===== config.mk =====
export PLATFORM = sky130hd
export DESIGN_NAME = fetch_stage
export DESIGN_NICKNAME = d
export VERILOG_FILES = /design/src/rtl/fetch_stage.sv
export SDC_FILE = /design/constraint.sdc
export NUM_CORES = 1
export LEC_CHECK = 0
export CAP_MARGIN = 0
export CORE_AREA = 2 2 116 118
export CTS_CLUSTER_DIAMETER = 50
export DETAILED_ROUTE_END_ITERATION = 6
export DIE_AREA = 0 0 118 120
export GPL_TIMING_DRIVEN = 0
export PLACE_DENSITY_LB_ADDON = 0.05
export SKIP_CTS_REPAIR_TIMING = 1
export SLEW_MARGIN = 5
export SYNTH_ARGS = -nofsm -noshare
export SYNTH_HDL_FRONTEND = slang
export SYNTH_SLANG_ARGS = --single-unit
export TNS_END_PERCENT = 50

===== constraint.sdc =====
create_clock -name clk -period 3.96 [get_ports clk]
set_clock_uncertainty 0.15 [all_clocks]
set_input_delay 0.594 -clock clk [delete_from_list [all_inputs] [get_ports clk]]
set_output_delay 0.594 -clock clk [all_outputs]
set_load 0.02 [all_outputs]

===== src/rtl/fetch_stage.sv =====
// RV32I instruction-fetch stage: owns the fetch PC, issues one outstanding imem request at a time,
// holds the fetched word for IF/ID and discards responses made stale by an execute-stage redirect.
module fetch_stage #(
  parameter logic [31:0] RESET_PC  = 32'h0000_0000,
  parameter logic [31:0] NOP_INSTR = 32'h0000_0013
) (
  input  logic        clk,
  input  logic        rst,
  input  logic        StallF,
  input  logic        PCSrcE,
  input  logic [31:0] PCTargetE,
  output logic        imem_req,
  output logic [31:0] imem_addr,
  input  logic        imem_ready,
  input  logic        imem_rvalid,
  input  logic [31:0] imem_rdata,
  output logic [31:0] instruction,
  output logic [31:0] PCF,
  output logic [31:0] PCPlus4F,
  output logic        FetchBusy
);

  typedef enum logic [1:0] {S_IDLE, S_REQ, S_WAIT} state_t;

  state_t      state, state_nxt;
  logic [31:0] npc, npc_nxt, npc_plus4;
  logic [31:0] instr_q, instr_nxt;
  logic [31:0] pcf_q, pcf_nxt;
  logic [31:0] pcp4_q, pcp4_nxt;
  logic        buf_valid, buf_valid_nxt;
  logic        kill, kill_nxt;
  logic        accept, capture;

  function automatic logic [31:0] align_word(input logic [31:0] addr);
    return {addr[31:2], 2'b00};
  endfunction

  assign npc_plus4   = npc + 32'd4;
  assign imem_addr   = npc;
  assign instruction = buf_valid ? instr_q : NOP_INSTR;
  assign PCF         = pcf_q;
  assign PCPlus4F    = pcp4_q;
  assign FetchBusy   = !buf_valid;

  always_comb begin
    state_nxt     = state;
    npc_nxt       = npc;
    buf_valid_nxt = buf_valid;
    kill_nxt      = kill;
    instr_nxt     = instr_q;
    pcf_nxt       = pcf_q;
    pcp4_nxt      = pcp4_q;
    capture       = 1'b0;
    // Only request when the buffer is empty or drains this edge, so a response never meets a full buffer.
    imem_req      = (state == S_REQ) && (!buf_valid || !StallF);
    accept        = imem_req && imem_ready;

    if (buf_valid && !StallF)
      buf_valid_nxt = 1'b0;

    case (state)
      S_IDLE: state_nxt = S_REQ;
      S_REQ: begin
        if (accept) begin
          state_nxt = S_WAIT;
          kill_nxt  = PCSrcE;
        end
      end
      S_WAIT: begin
        if (imem_rvalid) begin
          state_nxt = S_REQ;
          kill_nxt  = 1'b0;
          capture   = !kill && !PCSrcE;
        end else if (PCSrcE) begin
          kill_nxt = 1'b1;
        end
      end
      default: state_nxt = S_IDLE;
    endcase

    if (capture) begin
      instr_nxt     = imem_rdata;
      pcf_nxt       = npc;
      pcp4_nxt      = npc_plus4;
      npc_nxt       = npc_plus4;
      buf_valid_nxt = 1'b1;
    end

    // Redirect wins over stall and over capture.
    if (PCSrcE) begin
      npc_nxt       = align_word(PCTargetE);
      buf_valid_nxt = 1'b0;
    end
  end

  always_ff @(posedge clk) begin
    if (rst) begin
      state     <= S_IDLE;
      npc       <= RESET_PC;
      buf_valid <= 1'b0;
      kill      <= 1'b0;
      pcf_q     <= 32'd0;
      pcp4_q    <= 32'd0;
    end else begin
      state     <= state_nxt;
      npc       <= npc_nxt;
      buf_valid <= buf_valid_nxt;
      kill      <= kill_nxt;
      pcf_q     <= pcf_nxt;
      pcp4_q    <= pcp4_nxt;
    end
  end

  // Instruction word is masked by buf_valid, so it needs no reset.
  always_ff @(posedge clk) begin
    instr_q <= instr_nxt;
  end

endmodule


==> results of run 1 <==
## worst max-delay path by stage
| stage | from | to | depth (start not counted) |
|---|---|---|---|
| floorplan | imem_rvalid | instr_q[0] | 5 |
| global placement | imem_rvalid | instr_q[28] | 6 |
| detailed placement | imem_rvalid | instr_q[25] | 6 |
| CTS | imem_rvalid | instr_q[21] | 6 |
| global route | imem_rvalid | PCPlus4F[13] | 7 |
| finish | imem_rvalid | instr_q[21] | 6 |
## where the power goes
group          internal, mW  switching, mW
combinational         0.166          0.192
sequential             1.35         0.0311
clock                 0.988          0.578
total                  2.51          0.802
## sequential cells by signal (all words and copies together), names as in the netlist
register	cells
PCF	30
PCPlus4F	30
buf_valid	1
imem_addr	30
instr_q	32
kill	1
state	2
## metrics by stage
stage,setup TNS (ns),power (mW),area (um2),utilization [%]
after floorplan,0,1.58,5870,-
after global placement,-18.58,1.76,7990,61.5
after detailed placement,0,1.76,7990,61.5
after CTS,0,3.32,8580,66.1
after global routing,0,3.42,8580,66.1
final,0,3.31,8580,66.1
## critical path: cells and delay by family
family	cells	cell delay [ns]
buf+inv	4	1.78
simple gates	2	0.69
## cell type report
| type | instances | area, um2 | area share [%] |
|---|---|---|---|
| plain buffers | 69 | 308 | 3.59 |
| clock buffers | 18 | 429 | 5.00 |
| clock inverters | 14 | 166 | 1.94 |
| inverters | 8 | 30.0 | 0.350 |
| multi-input cells | 456 | 2690 | 31.3 |
| flip-flops and latches | 126 | 2840 | 33.1 |
| well taps | 176 | 220 | 2.57 |
| repair buffers | 190 | 1900 | 22.2 |
## cells in the mapped netlist, types with 2 or more instances
master     n  area, um2
dfxtp_1   94       1880
nand2_1   83        312
nor2_1    55        206
clkbuf_1  41        154
a21oi_1   40        200
and2_1    32        200
edfxtp_1  32        961
a211oi_1  27        203
a311oi_1  22        193
nand4_1   20        125
xnor2_1   19        166
buf_2     17       85.1
o21ai_0   17       85.1
nand3_1   15       75.1
nor3_1    13       65.1
or4_1     13       97.6
nor4_1    11       68.8
o31ai_1   11       82.6
or3_1     10       62.6
and3_1     9       56.3
and4_1     8       70.1
buf_4      7       52.6
inv_1      6       22.5
xor2_1     5       43.8
buf_1      4       15.0
o211ai_1   4       30.0
nand2b_1   3       18.8
nand3b_1   3       22.5
a31o_2     2       17.5
a31oi_1    2       12.5
clkinv_1   2       7.51
nor2b_1    2       12.5
o31a_1     2       17.5
o41ai_1    2       17.5
or4b_1     2       20.0
## cell families after synthesis
group,Yosys count
AND/OR/NAND/NOR,287
AO/OA/AOI/OAI,138
flip-flops,126
buffers and inverters,77
XOR/XNOR,24
adder cells (fa/ha/maj),1
other,1
## metal layers
metal	vias up	track usage [%]	part of all wire, %
li1	2794	-	-
met5	-	0	0
met3	40	6.80	8.5
met2	310	45.7	46
met4	0	11.0	2.6
met1	2785	37.4	43
==> metrics.cfg, run 1 <==
[run_status]
status = finished clean

[timing]
worst_pin_slew_ns = 1.11
relSlewSlack_pct = 25.6
hold_ws_ns = 0.306
rsz0062_at_grt = no
max_freq_ghz = 0.311
period_share_pct = 81.1
setup_viol = 0
min_period_ns = 3.21
finalHoldViolations = 0
worst_slack_ns = 0.748
slew_violations = 0

[hold_path]
hold_depth = 2
hp-class = register to register
hp-start = PCF[22]
hold_path_end = PCF[22]

[job]
timing.max_cap.violations = 0

[worst_setup_path]
slowest_delay_ns = 0.75
worstSetupPathType = primary input to register
reg2reg_to = instr_q[21]
path_common_cell = buf_2
cp.arrival_ns = 3.10
path_max_fanout = 41
slowest_stage = buf_2
cp-start-kind = primary input
reg2reg_depth = 6
rrSetupSlack_ns = 0.93
timing.rr.start = state[0]
crit_required_ns = 3.85
worstSetupEndpointType = register
worstPathCellList = clkdlybuf4s50_1 -> and4bb_1 -> nand2_1 -> clkinv_1 -> buf_2 -> buf_2

[synth]
synth-compound-area-share_pct = 16.1
yosys-mux-area-fraction_pct = 0
synth_edf_count = 32
synth_top_family_by_area = simple AND/OR/NAND/NOR gates
synth_fa_ha_area_share_pct = 0.214
synth_area_per_cell_um2 = 8.94
synth-async-reset-ratio_pct = 0
netlist_instances = 654
ys_seq_area_share_pct = 48.6
yosys.area_share.xor_xnor_pct = 3.60
syn-cell-area_um2 = 5850
yosys.area_share.simple_pct = 25.7
synth-seq-cells = 126
synth_cell_types = 54
synth-main-ff-cell = dfxtp_1
ys_warn_count = 0

[place]
place_congestion = 0.916
pre_cts_ws_ns = 0.392
placedCellCount = 1025
portBuffers = 190
place_hpwl_um = 14500

[layout]
fillerInstances = 1104
fin_nets = 939
antenna_cells = 0
drive_gt1_share_pct = 7.26
layout_common_cells = clkdlybuf4s50_1 (190), dfxtp_1 (94), nand2_1 (83), nor2_1 (55), clkbuf_1 (42)
stdcell_count = 1057
area_growth_pct = 46.8
final_common_cell = clkdlybuf4s50_1

[drt]
wl_per_cell_um = 18.7
first_pass_iters = 5
first_iter_violations = 539
post_drt_via_cell_ratio = 5.61
drcViolationCount = 0
wl_um = 19800
num_vias = 5929
antenna_left = 0

[grt]
grt_pass1_wl_um = 31300
grt-ovfl-total = 0
antenna_found_initial = 0
grt_max_degree = 42
grt_pass1_vias = 5808
grt_util_all_layers_pct = 28.5

[cts]
cts.sinks = 126
cts_tree = built
cts_buffer_depth = 2
clkTransAtPathRegs_ns = 0.05
insertion_delay_ns = 0.42
htreeDepth = 4
cts_root_buf = clkbuf_16
cts_inserted_buffers = 17

[floorplanning]
die_y_um = 120
ios = 200
fp.dieW_um = 118
floorplan.initialDensity_pct = 45.0
die_area_um2 = 14200
core.rowCount = 42
core_area_um2 = 13000

[pwr]
p_leak_nw = 2.82
p_per_area_nw_per_um2 = 385
irDropWorstVdd_v = 0.000205

No activity file was read; power rests on OpenSTA's default activity.
==> inputs of run 2 (changes only) <==
- clock period: 3.96 -> 3 ns (I/O delays scaled with it)
==> metrics.cfg, run 2 (same netlist as run 1, synthesis figures left out) <==
[layout]
area_growth_pct = 47.0
fillerInstances = 1103  ; -0.091%
final_common_cell = clkdlybuf4s50_1
post-route-cell-area_um2 = 8590  ; +0.10%
largest_register_ffs = 32  ; unchanged
postLayoutCoreUtil_pct = 66.2  ; +0.067 points
fin_nets = 939  ; unchanged
top_register = instr_q
drive_gt1_share_pct = 7.38  ; +0.11 points
antenna_cells = 0  ; unchanged
layout_common_cells = clkdlybuf4s50_1 (190), dfxtp_1 (94), nand2_1 (83), nor2_1 (55), clkbuf_1 (42)

[grt]
grt_util_all_layers_pct = 28.5  ; unchanged
grt_pass1_wl_um = 31300  ; unchanged
antenna_found_initial = 0  ; unchanged
grt_max_degree = 42  ; unchanged
grt-ovfl-total = 0  ; unchanged
grt_pass1_vias = 5808  ; unchanged

[drt]
drcViolationCount = 0  ; unchanged
antenna_left = 0  ; unchanged
post_drt_via_cell_ratio = 5.65  ; +0.78%
wl_met1_um = 8550  ; +0.32%
wl_per_cell_um = 18.7  ; about the same
dr_wl_met2_um = 8990  ; -0.93%
dr_wl_met3_um = 1630  ; -2.8%
wl_um = 19800  ; about the same
first_iter_violations = 563  ; +4.5%
routed.top_layer = met4
num_vias = 5975  ; +0.78%
first_pass_iters = 5  ; unchanged

[cts]
insertion_delay_ns = 0.42  ; about the same
clkTransAtPathRegs_ns = 0.06  ; about the same
cts_tree = built
cts_root_buf = clkbuf_16
cts_buffer_depth = 2  ; unchanged
cts.sinks = 126  ; unchanged
htreeDepth = 4  ; unchanged
cts_inserted_buffers = 17  ; unchanged

[place]
portBuffers = 190  ; unchanged
place_congestion = 0.916  ; unchanged
dpl_cell_area_um2 = 7990  ; unchanged
pre_cts_ws_ns = -0.424  ; -0.816 ns
place_hpwl_um = 14500  ; unchanged

[floorplanning]
die_y_um = 120  ; unchanged
fp.dieW_um = 118  ; unchanged
floorplan.initialDensity_pct = 45.0  ; unchanged
core.rowCount = 42  ; unchanged
die_area_um2 = 14200  ; unchanged
core_area_um2 = 13000  ; unchanged
ios = 200  ; unchanged

[worst_setup_path]
reg2reg_to = instr_q[3]
timing.rr.start = state[0]
crit_required_ns = 2.90  ; -0.95 ns
cp-start-kind = primary input
worstPathCellList = clkdlybuf4s50_1 -> and4bb_1 -> nand2_1 -> clkinv_1 -> buf_2 -> clkbuf_4
worstSetupEndpointType = register
reg2reg_depth = 6  ; unchanged
cp.arrival_ns = 2.75  ; -0.35 ns
rrSetupSlack_ns = 0.18  ; -0.75 ns
worstSetupPathType = primary input to register
path_max_fanout = 41  ; unchanged
slowest_delay_ns = 0.53  ; -0.22 ns
slowest_stage = clkdlybuf4s50_1

[hold_path]
hold_path_end = PCF[22]
hold_depth = 2  ; unchanged
hp-class = register to register
hp-start = PCF[22]

[job]
timing.max_cap.violations = 0  ; unchanged

[pwr]
internal_power_mw = 3.31  ; +32%
p_leak_nw = 2.82  ; about the same
p_sw_mw = 1.06  ; +33%
pwr-share-clk_pct = 47.4  ; about the same
p_seq_share_pct = 41.8  ; about the same
netSwitchingFraction_pct = 24.3  ; +0.089 points
power.share.combinational_pct = 10.9  ; about the same
p_per_area_nw_per_um2 = 509  ; +32%
p_total_mw = 4.37  ; +32%
irDropWorstVdd_v = 0.000273  ; +33%

[timing]
period_share_pct = 95.0
worst_slack_ns = 0.149  ; -0.599 ns
relSlewSlack_pct = 49.1  ; +24 points
worst_pin_slew_ns = 0.763  ; -0.343 ns
finalHoldViolations = 0  ; unchanged
slew_violations = 0  ; unchanged
rsz0062_at_grt = no
min_period_ns = 2.85
setup_tns_ns = 0  ; unchanged
setup_viol = 0  ; unchanged
max_freq_ghz = 0.351

[run_status]
status = finished clean

[run 2: metal layers]
metal / up-vias / GRT usage [%]
li1: 2793 / -
met1: 2810 / 37.4
met2: 322 / 45.7
met3: 50 / 6.80
met4: 0 / 11.0
met5: - / 0
[run 2: how the worst max path moves through the flow]
stage / slack, ns / cells past startpoint / startpoint / to
after floorplan: 0.15 / 6 / state[0] / instr_q[0]
after global placement: -1.28 / 6 / imem_rvalid / instr_q[28]
after detailed placement: -0.42 / 6 / imem_rvalid / instr_q[25]
after CTS: -0.01 / 6 / imem_rvalid / instr_q[21]
after global routing: 0.07 / 7 / state[0] / PCPlus4F[13]
final: 0.15 / 6 / imem_rvalid / instr_q[3]
[run 2: area by class of cell]
class / count / area, um2 / share of cell area, %
repair buffers: 190 / 1900 / 22.1
flip-flops and latches: 126 / 2840 / 33.1
well taps: 176 / 220 / 2.56
clock buffers: 18 / 429 / 4.99
multi-input cells: 456 / 2690 / 31.3
clock inverters: 14 / 166 / 1.94
plain buffers: 69 / 310 / 3.61
inverters: 8 / 30.0 / 0.349
[run 2: worst max-delay path, delay by kind of cell]
kind	cells	cell delay (ns)
buf+inv	4	1.56
simple gates	2	0.70
[run 2: power by group through the flow]
stage                     clock [mW]  sequential [mW]  combinational (mW)
final                           2.07             1.83               0.474
after floorplan                    0             1.89               0.193
after global routing            2.18             1.83               0.505
after CTS                       2.09             1.82               0.470
after detailed placement           0             1.86               0.467
after global placement             0             1.86               0.462
[run 2: per-stage QoR]
step	std cells	hold slack (ns)
detailed placement	1025	0.301
CTS	1057	0.309
global route	1057	0.327
global placement	1025	0.296
floorplan	659	0.385
finish	1057	0.306
==> inputs of run 3 (changes only) <==
- ABC_AREA: not set -> 1
- CORE_AREA: 2 2 116 118 -> 2 2 114 116
- DIE_AREA: 0 0 118 120 -> 0 0 116 118
==> metrics.cfg, run 3 <==
[run_status]
status = finished clean

[timing]
setup_viol = 0  ; unchanged
finalHoldViolations = 0  ; unchanged
period_share_pct = 93.5  ; -1.5 points
min_period_ns = 2.80  ; -0.0463 ns
worst_pin_slew_ns = 0.886  ; +0.123 ns
max_freq_ghz = 0.357  ; +1.7%
rsz0062_at_grt = no
slew_violations = 0  ; unchanged
relSlewSlack_pct = 40.9  ; -8.2 points
worst_slack_ns = 0.195  ; +0.0463 ns

[grt]
grt_max_degree = 42  ; unchanged
grt-ovfl-total = 0  ; unchanged
antenna_found_initial = 0  ; unchanged
grt_pass1_vias = 5501  ; -5.3%
grt_pass1_wl_um = 28400  ; -9.5%
grt_util_all_layers_pct = 27.1  ; -1.4 points

[synth]
yosys.area.top_type_share_pct = 34.3  ; +2.1 points
synth_commonest_cells = nand2_1 (200), dfxtp_1 (94), inv_1 (68), a21oi_1 (67), o21ai_0 (57)
synth-seq-cells = 126  ; unchanged
synth-main-ff-cell = dfxtp_1
synth_edf_count = 32  ; unchanged
ys_seq_area_share_pct = 51.8  ; +3.2 points
synth_cell_types = 30  ; -44%
synth-async-reset-ratio_pct = 0  ; unchanged
ys_warn_count = 0  ; unchanged
synth_top_cell_by_area = dfxtp_1
synth_area_leaders = dfxtp_1 (34%), edfxtp_1 (18%), nand2_1 (14%)
netlist_instances = 706  ; +8.0%
synth_most_common_cell = nand2_1
syn-cell-area_um2 = 5490  ; -6.1%
synth_area_per_cell_um2 = 7.78  ; -13%

[pwr]
p_per_area_nw_per_um2 = 527  ; +3.6%
p_leak_nw = 3.22  ; +14%
irDropWorstVdd_v = 0.000335  ; +23%

[place]
dpl_cell_area_um2 = 7620  ; -4.7%
portBuffers = 189  ; -0.53%
pre_cts_ws_ns = 0.352  ; +0.776 ns
place_hpwl_um = 13600  ; -6.3%
place_congestion = 0.905  ; -1.2%

[layout]
antenna_cells = 0  ; unchanged
top_register = instr_q
drive_gt1_share_pct = 8.91  ; +1.5 points
fin_nets = 990  ; +5.4%
final_common_cell = nand2_1
post-route-cell-area_um2 = 8240  ; -4.1%
layout_common_cells = nand2_1 (200), clkdlybuf4s50_1 (189), dfxtp_1 (94), inv_1 (68), a21oi_1 (67)
largest_register_ffs = 32  ; unchanged
fillerInstances = 1096  ; -0.63%
area_growth_pct = 50.1

[cts]
cts_inserted_buffers = 17  ; unchanged
cts.sinks = 126  ; unchanged
clkTransAtPathRegs_ns = 0.06  ; about the same
insertion_delay_ns = 0.42  ; about the same
htreeDepth = 4  ; unchanged
cts_buffer_depth = 2  ; unchanged
cts_root_buf = clkbuf_16
cts_tree = built

[worst_setup_path]
cp.arrival_ns = 2.20  ; -0.55 ns
path_max_fanout = 10  ; -76%
worstSetupPathType = register to primary output
crit_required_ns = 2.40  ; -0.50 ns
cp-start-kind = register
worstSetupEndpointType = primary output
rrSetupSlack_ns = 0.79  ; +0.61 ns

[drt]
wl_um = 18400  ; -7.2%
antenna_left = 0  ; unchanged
first_pass_iters = 7  ; +2
wl_per_cell_um = 16.6  ; -11%
num_vias = 5607  ; -6.2%
drcViolationCount = 0  ; unchanged
post_drt_via_cell_ratio = 5.08  ; -10%
first_iter_violations = 449  ; -20%

[floorplanning]
core_area_um2 = 12400  ; -4.4%
core.rowCount = 41  ; -2.4%
ios = 200  ; unchanged
die_y_um = 118  ; -1.7%
floorplan.initialDensity_pct = 44.2  ; -0.82 points
fp.dieW_um = 116  ; -1.7%
die_area_um2 = 13700  ; -3.3%

[hold_path]
hp-class = primary input to register

[job]
timing.max_cap.violations = 0  ; unchanged

-- run 3: cell types whose count changed after synthesis, moves of 18 or more --
| cell | delta |
|---|---|
| nand3_1 | +24 |
| clkbuf_1 | -22 |
| o21ai_1 | +26 |
| a21oi_1 | +27 |
| and2_1 | -31 |
| nand4_1 | -20 |
| inv_1 | +62 |
| nor2_1 | -20 |
| xnor2_1 | -18 |
| nand2_1 | +117 |
| a311oi_1 | -22 |
| a211oi_1 | -27 |
| o21ai_0 | +40 |
-- run 3: power by group --
part           total (mW)  switching, mW  internal, mW  leakage (nW)
registers            1.82         0.0448          1.78          1.05
clock network        2.15          0.748          1.40         0.306
logic               0.371          0.195         0.176          1.86
-- run 3: final cells by class --
| cell class | count | area [um2] | share of cell area (%) |
|---|---|---|---|
| clock buffers | 22 | 488 | 5.92 |
| plain buffers | 40 | 210 | 2.55 |
| inverters | 73 | 274 | 3.33 |
| multi-input cells | 472 | 2180 | 26.5 |
| well taps | 172 | 215 | 2.61 |
| flip-flops and latches | 126 | 2840 | 34.5 |
| clock inverters | 10 | 134 | 1.62 |
| repair buffers | 189 | 1890 | 23.0 |
-- run 3: metrics by stage --
| step | hold WS [ns] | std cells | total power, mW | setup TNS, ns | util (%) |
|---|---|---|---|---|---|
| after floorplan | 0.344 | 711 | 2.01 | 0 | - |
| after global placement | 0.303 | 1072 | 2.22 | 0 | 61.3 |
| after detailed placement | 0.309 | 1072 | 2.22 | 0 | 61.3 |
| after CTS | 0.288 | 1104 | 4.35 | -0.0413 | 66.4 |
| after global routing | 0.311 | 1104 | 4.47 | 0 | 66.4 |
| final | 0.296 | 1104 | 4.34 | 0 | 66.4 |
-- run 3: critical path, cell delays in order (launching register included) --
cell	delay [ns]
dfxtp_1	0.40
clkbuf_2	0.27
clkbuf_1	0.34
nand2_1	0.10
inv_1	0.07
clkdlybuf4s50_1	0.60
-- run 3: kinds of logic (layout without fill, tap and decap cells) --
| logic type | after synthesis | in the layout | synth area share, % |
|---|---|---|---|
| AND/OR/NAND/NOR | 302 | 302 | 23.8 |
| AO/OA/AOI/OAI | 160 | 160 | 14.8 |
| flip-flops | 126 | 126 | 51.8 |
| buffers and inverters | 113 | 334 | 8.80 |
| XOR/XNOR | 3 | 3 | 0.479 |
| adder cells (fa/ha/maj) | 1 | 1 | 0.228 |
| other | 1 | 6 | 0.0683 |
-- run 3: metal layers --
metal,vias to the layer above,routed length [um],track usage [%]
met2,275,8330,42.5
met4,0,362,10.8
met5,-,0,0
met3,32,1560,7.00
li1,2705,-,-
met1,2595,8110,35.5
-- run 3: path summary, 6_finish.rpt --
path         depth (start not counted)         endpoint    startpoint
max                                  5  instruction[23]     buf_valid
min                                  2     imem_addr[3]           rst
max reg2reg                          6      instr_q[29]      state[1]
min reg2reg                          2     PCPlus4F[29]  PCPlus4F[29]
